File: config.mk
export PLATFORM = sky130hd
export DESIGN_NAME = cds_seq_generator
export DESIGN_NICKNAME = d
export VERILOG_FILES = /design/src/rtl/cds_seq_generator.sv
export SDC_FILE = /design/constraint.sdc
export NUM_CORES = 1
export LEC_CHECK = 0
export CAP_MARGIN = 30
export CORE_ASPECT_RATIO = 1.25
export CORE_MARGIN = 8
export CORE_UTILIZATION = 45
export DETAILED_ROUTE_END_ITERATION = 12
export PLACE_DENSITY = 0.67
export SLEW_MARGIN = 20
export SYNTH_ARGS = -nofsm -noshare
export SYNTH_HDL_FRONTEND = slang
export SYNTH_SLANG_ARGS = --single-unit
File: constraint.sdc
create_clock -name clk -period 5.05 [get_ports clk]
set_input_delay 1.01 -clock clk [delete_from_list [all_inputs] [get_ports clk]]
set_output_delay 1.01 -clock clk [all_outputs]
set_load 0.02 [all_outputs]
File: src/rtl/cds_seq_generator.sv
// -----------------------------------------------------------------------------
// cds_seq_generator
//
// Purpose:
//   Correlated-double-sampling strobe generator. After each accepted rising
//   edge of the integrator-reset trigger it produces NUM_PHASES independent
//   strobes. Strobe k starts delay_us[k] microseconds after the trigger edge.
//   Every strobe stays high for width_us microseconds. When the last strobe has
//   finished, cds_done pulses for one cycle so the ADC capture logic can act.
//   Delays and width are converted to clock ticks (TICKS_PER_US clocks per us)
//   and latched when the run starts. Later input changes do not disturb a run
//   that is already in progress.
//
// Parameters:
//   NUM_PHASES    number of strobes (1..8)
//   CNT_W         width of each microsecond delay/width field
//   TICKS_PER_US  clk cycles per microsecond
//
// Ports:
//   clk          in   ADC clock; all logic on rising edge
//   reset        in   asynchronous, active-high; clears all state
//   trigger      in   integrator reset; a run starts on its rising edge
//   enable       in   when low, trigger edges seen in IDLE are ignored
//   delay_us     in   phase k delay in bits [k*CNT_W +: CNT_W]
//   width_us     in   high time shared by all phases
//   clr_overrun  in   synchronous clear of the overrun flag
//   cds_clk      out  registered strobes, one bit per phase
//   cds_done     out  one-cycle pulse after the last strobe has ended
//   busy         out  high from cycle 1 of a run through the cds_done cycle
//   overrun      out  sticky; a trigger edge arrived while a run was active
//
// Configuration:
//   CDS_RETRIGGER_EN  when defined, an enabled trigger edge during RUN or DONE
//                     restarts the sequence from a new cycle 0. The outputs of
//                     the aborted run are dropped. overrun is still set.
//                     When undefined, such edges are ignored and only set
//                     overrun.
// -----------------------------------------------------------------------------
module cds_seq_generator #(
  parameter int NUM_PHASES   = 2,
  parameter int CNT_W        = 16,
  parameter int TICKS_PER_US = 20
) (
  input  logic                        clk,
  input  logic                        reset,
  input  logic                        trigger,
  input  logic                        enable,
  input  logic [NUM_PHASES*CNT_W-1:0] delay_us,
  input  logic [CNT_W-1:0]            width_us,
  input  logic                        clr_overrun,
  output logic [NUM_PHASES-1:0]       cds_clk,
  output logic                        cds_done,
  output logic                        busy,
  output logic                        overrun
);

  // One spare bit above the largest product, so that delay + width in ticks
  // can never wrap.
  localparam int TW = CNT_W + $clog2(TICKS_PER_US) + 1;
  localparam logic [TW-1:0] TICKS = TW'(TICKS_PER_US);

  typedef enum logic [1:0] {
    IDLE = 2'd0,
    RUN  = 2'd1,
    DONE = 2'd2
  } state_t;

  state_t                  state_q, state_d;
  logic                    trigger_dly_q, trigger_dly_d;
  logic                    trig_armed_q, trig_armed_d;
  logic [TW-1:0]           elapsed_q, elapsed_d;
  logic [TW-1:0]           dly_ticks_q [NUM_PHASES];
  logic [TW-1:0]           dly_ticks_d [NUM_PHASES];
  logic [TW-1:0]           wid_ticks_q, wid_ticks_d;
  logic [TW-1:0]           end_ticks_q, end_ticks_d;
  logic [NUM_PHASES-1:0]   cds_clk_q, cds_clk_d;
  logic                    overrun_q, overrun_d;

  // Tick values that would be latched if a run started in this cycle.
  logic [TW-1:0]           new_dly [NUM_PHASES];
  logic [TW-1:0]           new_wid;
  logic [TW-1:0]           new_end;

  logic                    trig_rise;
  logic                    start;
  logic                    restart;

  // Convert the microsecond inputs to ticks. The run length is the latest end
  // time over all phases. With a zero width, that is simply the largest delay.
  always_comb begin
    new_wid = TW'(width_us) * TICKS;
    new_end = '0;
    for (int k = 0; k < NUM_PHASES; k++) begin
      new_dly[k] = TW'(delay_us[k*CNT_W +: CNT_W]) * TICKS;
      if (new_dly[k] + new_wid > new_end) begin
        new_end = new_dly[k] + new_wid;
      end
    end
  end

  // The trigger is already synchronous, so a single delay flop gives the
  // edge. The armed flag blocks a start until trigger has been seen low after
  // reset. Without it, a trigger held high through reset would look like a
  // fresh edge.
  always_comb begin
    trigger_dly_d = trigger;
    trig_armed_d  = trig_armed_q | ~trigger;
    trig_rise     = trigger & ~trigger_dly_q & trig_armed_q;
  end

  // Next-state logic for the sequencer. A start (from IDLE, or a restart
  // when retriggering is built in) latches fresh tick values and jumps to
  // elapsed = 1. A run whose end time is zero has nothing to strobe. Such a
  // run goes straight to DONE, so cds_done lands on cycle 1.
  always_comb begin
    state_d     = state_q;
    elapsed_d   = elapsed_q;
    wid_ticks_d = wid_ticks_q;
    end_ticks_d = end_ticks_q;
    for (int k = 0; k < NUM_PHASES; k++) begin
      dly_ticks_d[k] = dly_ticks_q[k];
    end
    overrun_d = overrun_q;
    start     = 1'b0;
    restart   = 1'b0;
    cds_clk_d = '0;

    case (state_q)
      IDLE: begin
        if (trig_rise && enable) begin
          start = 1'b1;
        end
      end
      RUN, DONE: begin
`ifdef CDS_RETRIGGER_EN
        if (trig_rise && enable) begin
          start   = 1'b1;
          restart = 1'b1;
        end
`endif
      end
      default: begin
        state_d = IDLE;
      end
    endcase

    if (start) begin
      for (int k = 0; k < NUM_PHASES; k++) begin
        dly_ticks_d[k] = new_dly[k];
      end
      wid_ticks_d = new_wid;
      end_ticks_d = new_end;
      elapsed_d   = {{(TW-1){1'b0}}, 1'b1};
      state_d     = (new_end == '0) ? DONE : RUN;
    end else begin
      case (state_q)
        RUN: begin
          elapsed_d = elapsed_q + 1'b1;
          if (elapsed_q == end_ticks_q) begin
            state_d = DONE;
          end
        end
        DONE: begin
          elapsed_d = '0;
          state_d   = IDLE;
        end
        default: begin
        end
      endcase
    end

    // Clear first, so a set in the same cycle wins.
    if (clr_overrun) begin
      overrun_d = 1'b0;
    end
    if (trig_rise && (state_q != IDLE)) begin
      overrun_d = 1'b1;
    end

    // Strobes are registered from the next elapsed value, so cds_clk[k] is
    // high in exactly those cycles whose count lies in (D_k, D_k + W]. On a
    // restart, every strobe drops for the first cycle of the new run.
    for (int k = 0; k < NUM_PHASES; k++) begin
      cds_clk_d[k] = (state_d == RUN) && !restart &&
                     (elapsed_d > dly_ticks_d[k]) &&
                     (elapsed_d <= dly_ticks_d[k] + wid_ticks_d);
    end
  end

  // State registers. Reset takes everything back to IDLE with outputs low
  // at once, which abandons any run in progress.
  always_ff @(posedge clk or posedge reset) begin
    if (reset) begin
      state_q       <= IDLE;
      trigger_dly_q <= 1'b0;
      trig_armed_q  <= 1'b0;
      elapsed_q     <= '0;
      wid_ticks_q   <= '0;
      end_ticks_q   <= '0;
      cds_clk_q     <= '0;
      overrun_q     <= 1'b0;
      for (int k = 0; k < NUM_PHASES; k++) begin
        dly_ticks_q[k] <= '0;
      end
    end else begin
      state_q       <= state_d;
      trigger_dly_q <= trigger_dly_d;
      trig_armed_q  <= trig_armed_d;
      elapsed_q     <= elapsed_d;
      wid_ticks_q   <= wid_ticks_d;
      end_ticks_q   <= end_ticks_d;
      cds_clk_q     <= cds_clk_d;
      overrun_q     <= overrun_d;
      for (int k = 0; k < NUM_PHASES; k++) begin
        dly_ticks_q[k] <= dly_ticks_d[k];
      end
    end
  end

  // busy and cds_done decode the registered state directly, so they fall
  // together with the strobes when reset is asserted.
  always_comb begin
    cds_clk  = cds_clk_q;
    overrun  = overrun_q;
    busy     = (state_q != IDLE);
    cds_done = (state_q == DONE);
  end

endmodule

==> reports/results.ini <==
[clocking]
cts_root_buf=clkbuf_16
hold_buffers=0
cts_buffer_depth=2
cts_tree=built
htree_levels=4
clkLatencyLatePin_ps=420
clock_sinks=115
clk_pin_slew_ps=50
cts_inserted_buffers=17

[timing]
hold_viol=0
finalSetupViolCount=24
fmax_ghz=0.153
fin_ws_ps=-1470
fin_crit_sh_pct=129
fin_setup_tns_ps=-27410
slew_headroom_pct=50.5
min_period_ps=6520
slew_violations=0
finClkSkew_ps=10.9
rsz0062_at_grt=yes
worstMarginPinSlew_ps=742

[grt]
grt.total_usage_pct=27.0
antenna_found_initial=0
grt_max_degree=61
grt_first_pass_wirelength_um=75200
globalRouteOverflowTotal=0
grt_pass1_vias=14800

[floorplan]
fp.dieW_um=170
ios=58
core_sq_um=29200
die_h_um=208
start_util_pct=45.7
row_count=70
die-area_sq_um=35400

[drt]
drtPass1Iterations=5
vias_per_cell=5.57
drtAntennaViolNets=0
drt-initial-drc-count=759
avgRoutedWirePerCell_um=19.1
detailroute.via_count=13900
drc=0
wl_um=47800

[yosys]
synthMostInstantiatedCell=ha_1
async_flop_share_pct=100
synth_nets=1856
postSynthAreaPerCell_sq_um=8.78
netlist_top_cells_area=ha_1 (26%), dfrtp_1 (22%), xnor2_1 (5.3%)
syn_area_sq_um=13300
synthTopCellsByCount=ha_1 (278), nand2_1 (131), dfrtp_1 (115)
synth_flop_cell=dfrtp_1
synth-edff-count=0
ys_warn_count=0
synth-seq-area-share_pct=21.6
ys_seq_elements=115
postSynthCellCount=1518
synth_top_area_share_pct=26.1
yosys.cell_types.count=70
synth_top_area_cell=ha_1

[final_layout]
fin_nets=2429
n_fill_cell=2256
drive_above_1_share_pct=35.1
n_antenna_cell=0
area_delta_synth_final_pct=50.1

[placed_design]
post-place-ws_ps=-2880
io_buffer_count=57
place_congestion=0.962
dp_hpwl_um=38400

[critical_path]
r2r_cells=27
cpMostUsedCell=a21oi_2
critPathSlowestCell=a2111oi_4
cp.required_ps=5350
endpoint_kind=flip-flop
startpoint_type=primary input
critPathMaxStageDelay_ps=400
crit_type=primary input to flip-flop
critPathArrivalTime_ps=6820
crit_fanout=5

[power]
vdd_drop_max_v=0.000280
p_per_area_nw_per_um2=404
totalPowerFinal_mw=8.08
p_leak_nw=10.4

[flow_run]
drv_cap=0

[worst_hold_path]
holdPathStages=1
hold_path_class=flip-flop to flip-flop

[outcome]
status=finished, violations left
violations=negative setup slack

## metal layers
| layer | GRT usage [%] | wire [um] | vias up | share of wire [%] |
|---|---|---|---|---|
| li1 | - | - | 6709 | - |
| met4 | 17.3 | 3250 | 0 | 6.8 |
| met5 | 0 | 0 | - | 0 |
| met1 | 29.6 | 18800 | 6692 | 39 |
| met3 | 2.29 | 1540 | 165 | 3.2 |
| met2 | 48.8 | 24200 | 364 | 51 |
## kinds of logic (layout without fill, tap and decap cells)
logic type | Yosys count | in the layout | share of synthesized area, %
AO/OA/AOI/OAI | 390 | 390 | 18.9
buffers and inverters | 116 | 701 | 3.29
AND/OR/NAND/NOR | 410 | 410 | 15.2
multiplexers | 53 | 53 | 4.06
flip-flops | 115 | 115 | 21.6
adder cells (fa/ha/maj) | 285 | 285 | 27.2
XOR/XNOR | 149 | 149 | 9.79
## worst max-delay path, delay by kind of cell
family,cells,cell delay (ps)
buffers and inverters,5,610
adder cells (fa/ha/maj),5,1280
AND/OR/NAND/NOR,6,950
XOR/XNOR,2,350
AO/OA/AOI/OAI,14,2590
## path summary, 6_finish.rpt
kind / startpoint / end / slack, ps
setup / recovery: delay_us[3] / state_q[1] / -1470
hold / removal: trig_armed_q / trig_armed_q / 470
setup reg to reg: state_q[1] / cds_clk[1] / -430
hold reg to reg: trig_armed_q / trig_armed_q / 470
max in group asynchronous: reset / dly_ticks_q[36] / 3170
min in group asynchronous: reset / trig_armed_q / 1080
## flip-flops by register name, indices dropped and copies added, names as in the netlist
name,flops
wid_ticks_q,22
overrun,1
dly_ticks_q,44
state_q,2
trigger_dly_q,1
end_ticks_q,20
trig_armed_q,1
cds_clk,2
elapsed_q,22
## through the flow
stage	cell area, sq um	hold WS, ps	instances	utilization (%)
global route	20000	473	2499	68.6
detailed placement	18100	449	2426	62.0
CTS	19700	466	2489	67.7
floorplan	13500	426	1518	-
global placement	18100	442	2426	62.0
finish	20000	466	2499	68.6
## final cells by class
type / count / area, sq um / area share (%)
flip-flops and latches: 115 / 2880 / 14.4
clock inverters: 10 / 109 / 0.544
clock buffers: 21 / 460 / 2.30
well taps: 396 / 495 / 2.48
inverters: 92 / 353 / 1.76
multi-input cells: 1287 / 11200 / 55.8
repair buffers: 578 / 4540 / 22.7
## placed cells by master, fill, tap and decap left out, types with 18 or more instances in the layout
master           netlist  final
o21ai_0               41     28
nor3_1                33     25
a21o_1                59     59
clkbuf_16              0     18
nor2_1                73     68
xor2_1                69     61
o21bai_1              20     19
o21a_1                27     27
ha_4                   0     36
ha_1                 278    241
a21oi_1              113     90
clkdlybuf4s50_1        0     33
mux2i_1               45     40
nand2_1              131    126
dfrtp_1              115    115
buf_4                  0    509
a21oi_2                0     21
xnor2_1               80     71
nand3_1               26     23
nand4_1               44     44
inv_1                 92     84
o21ai_1               35     36
## power breakdown
part	internal, mW	switching, mW	total [mW]
clock	0.744	0.437	1.18
sequential	0.923	0.000513	0.924
combinational	3.14	2.84	5.98
## timing repair
action                     4_1_cts  5_1_grt
setup endpoints to repair       24       24
buffers inserted                34       14
gates resized for setup        223       35
pin swaps                      100       44
gates cloned                     0        1
Note: power is estimated with default switching activity, not from simulation.
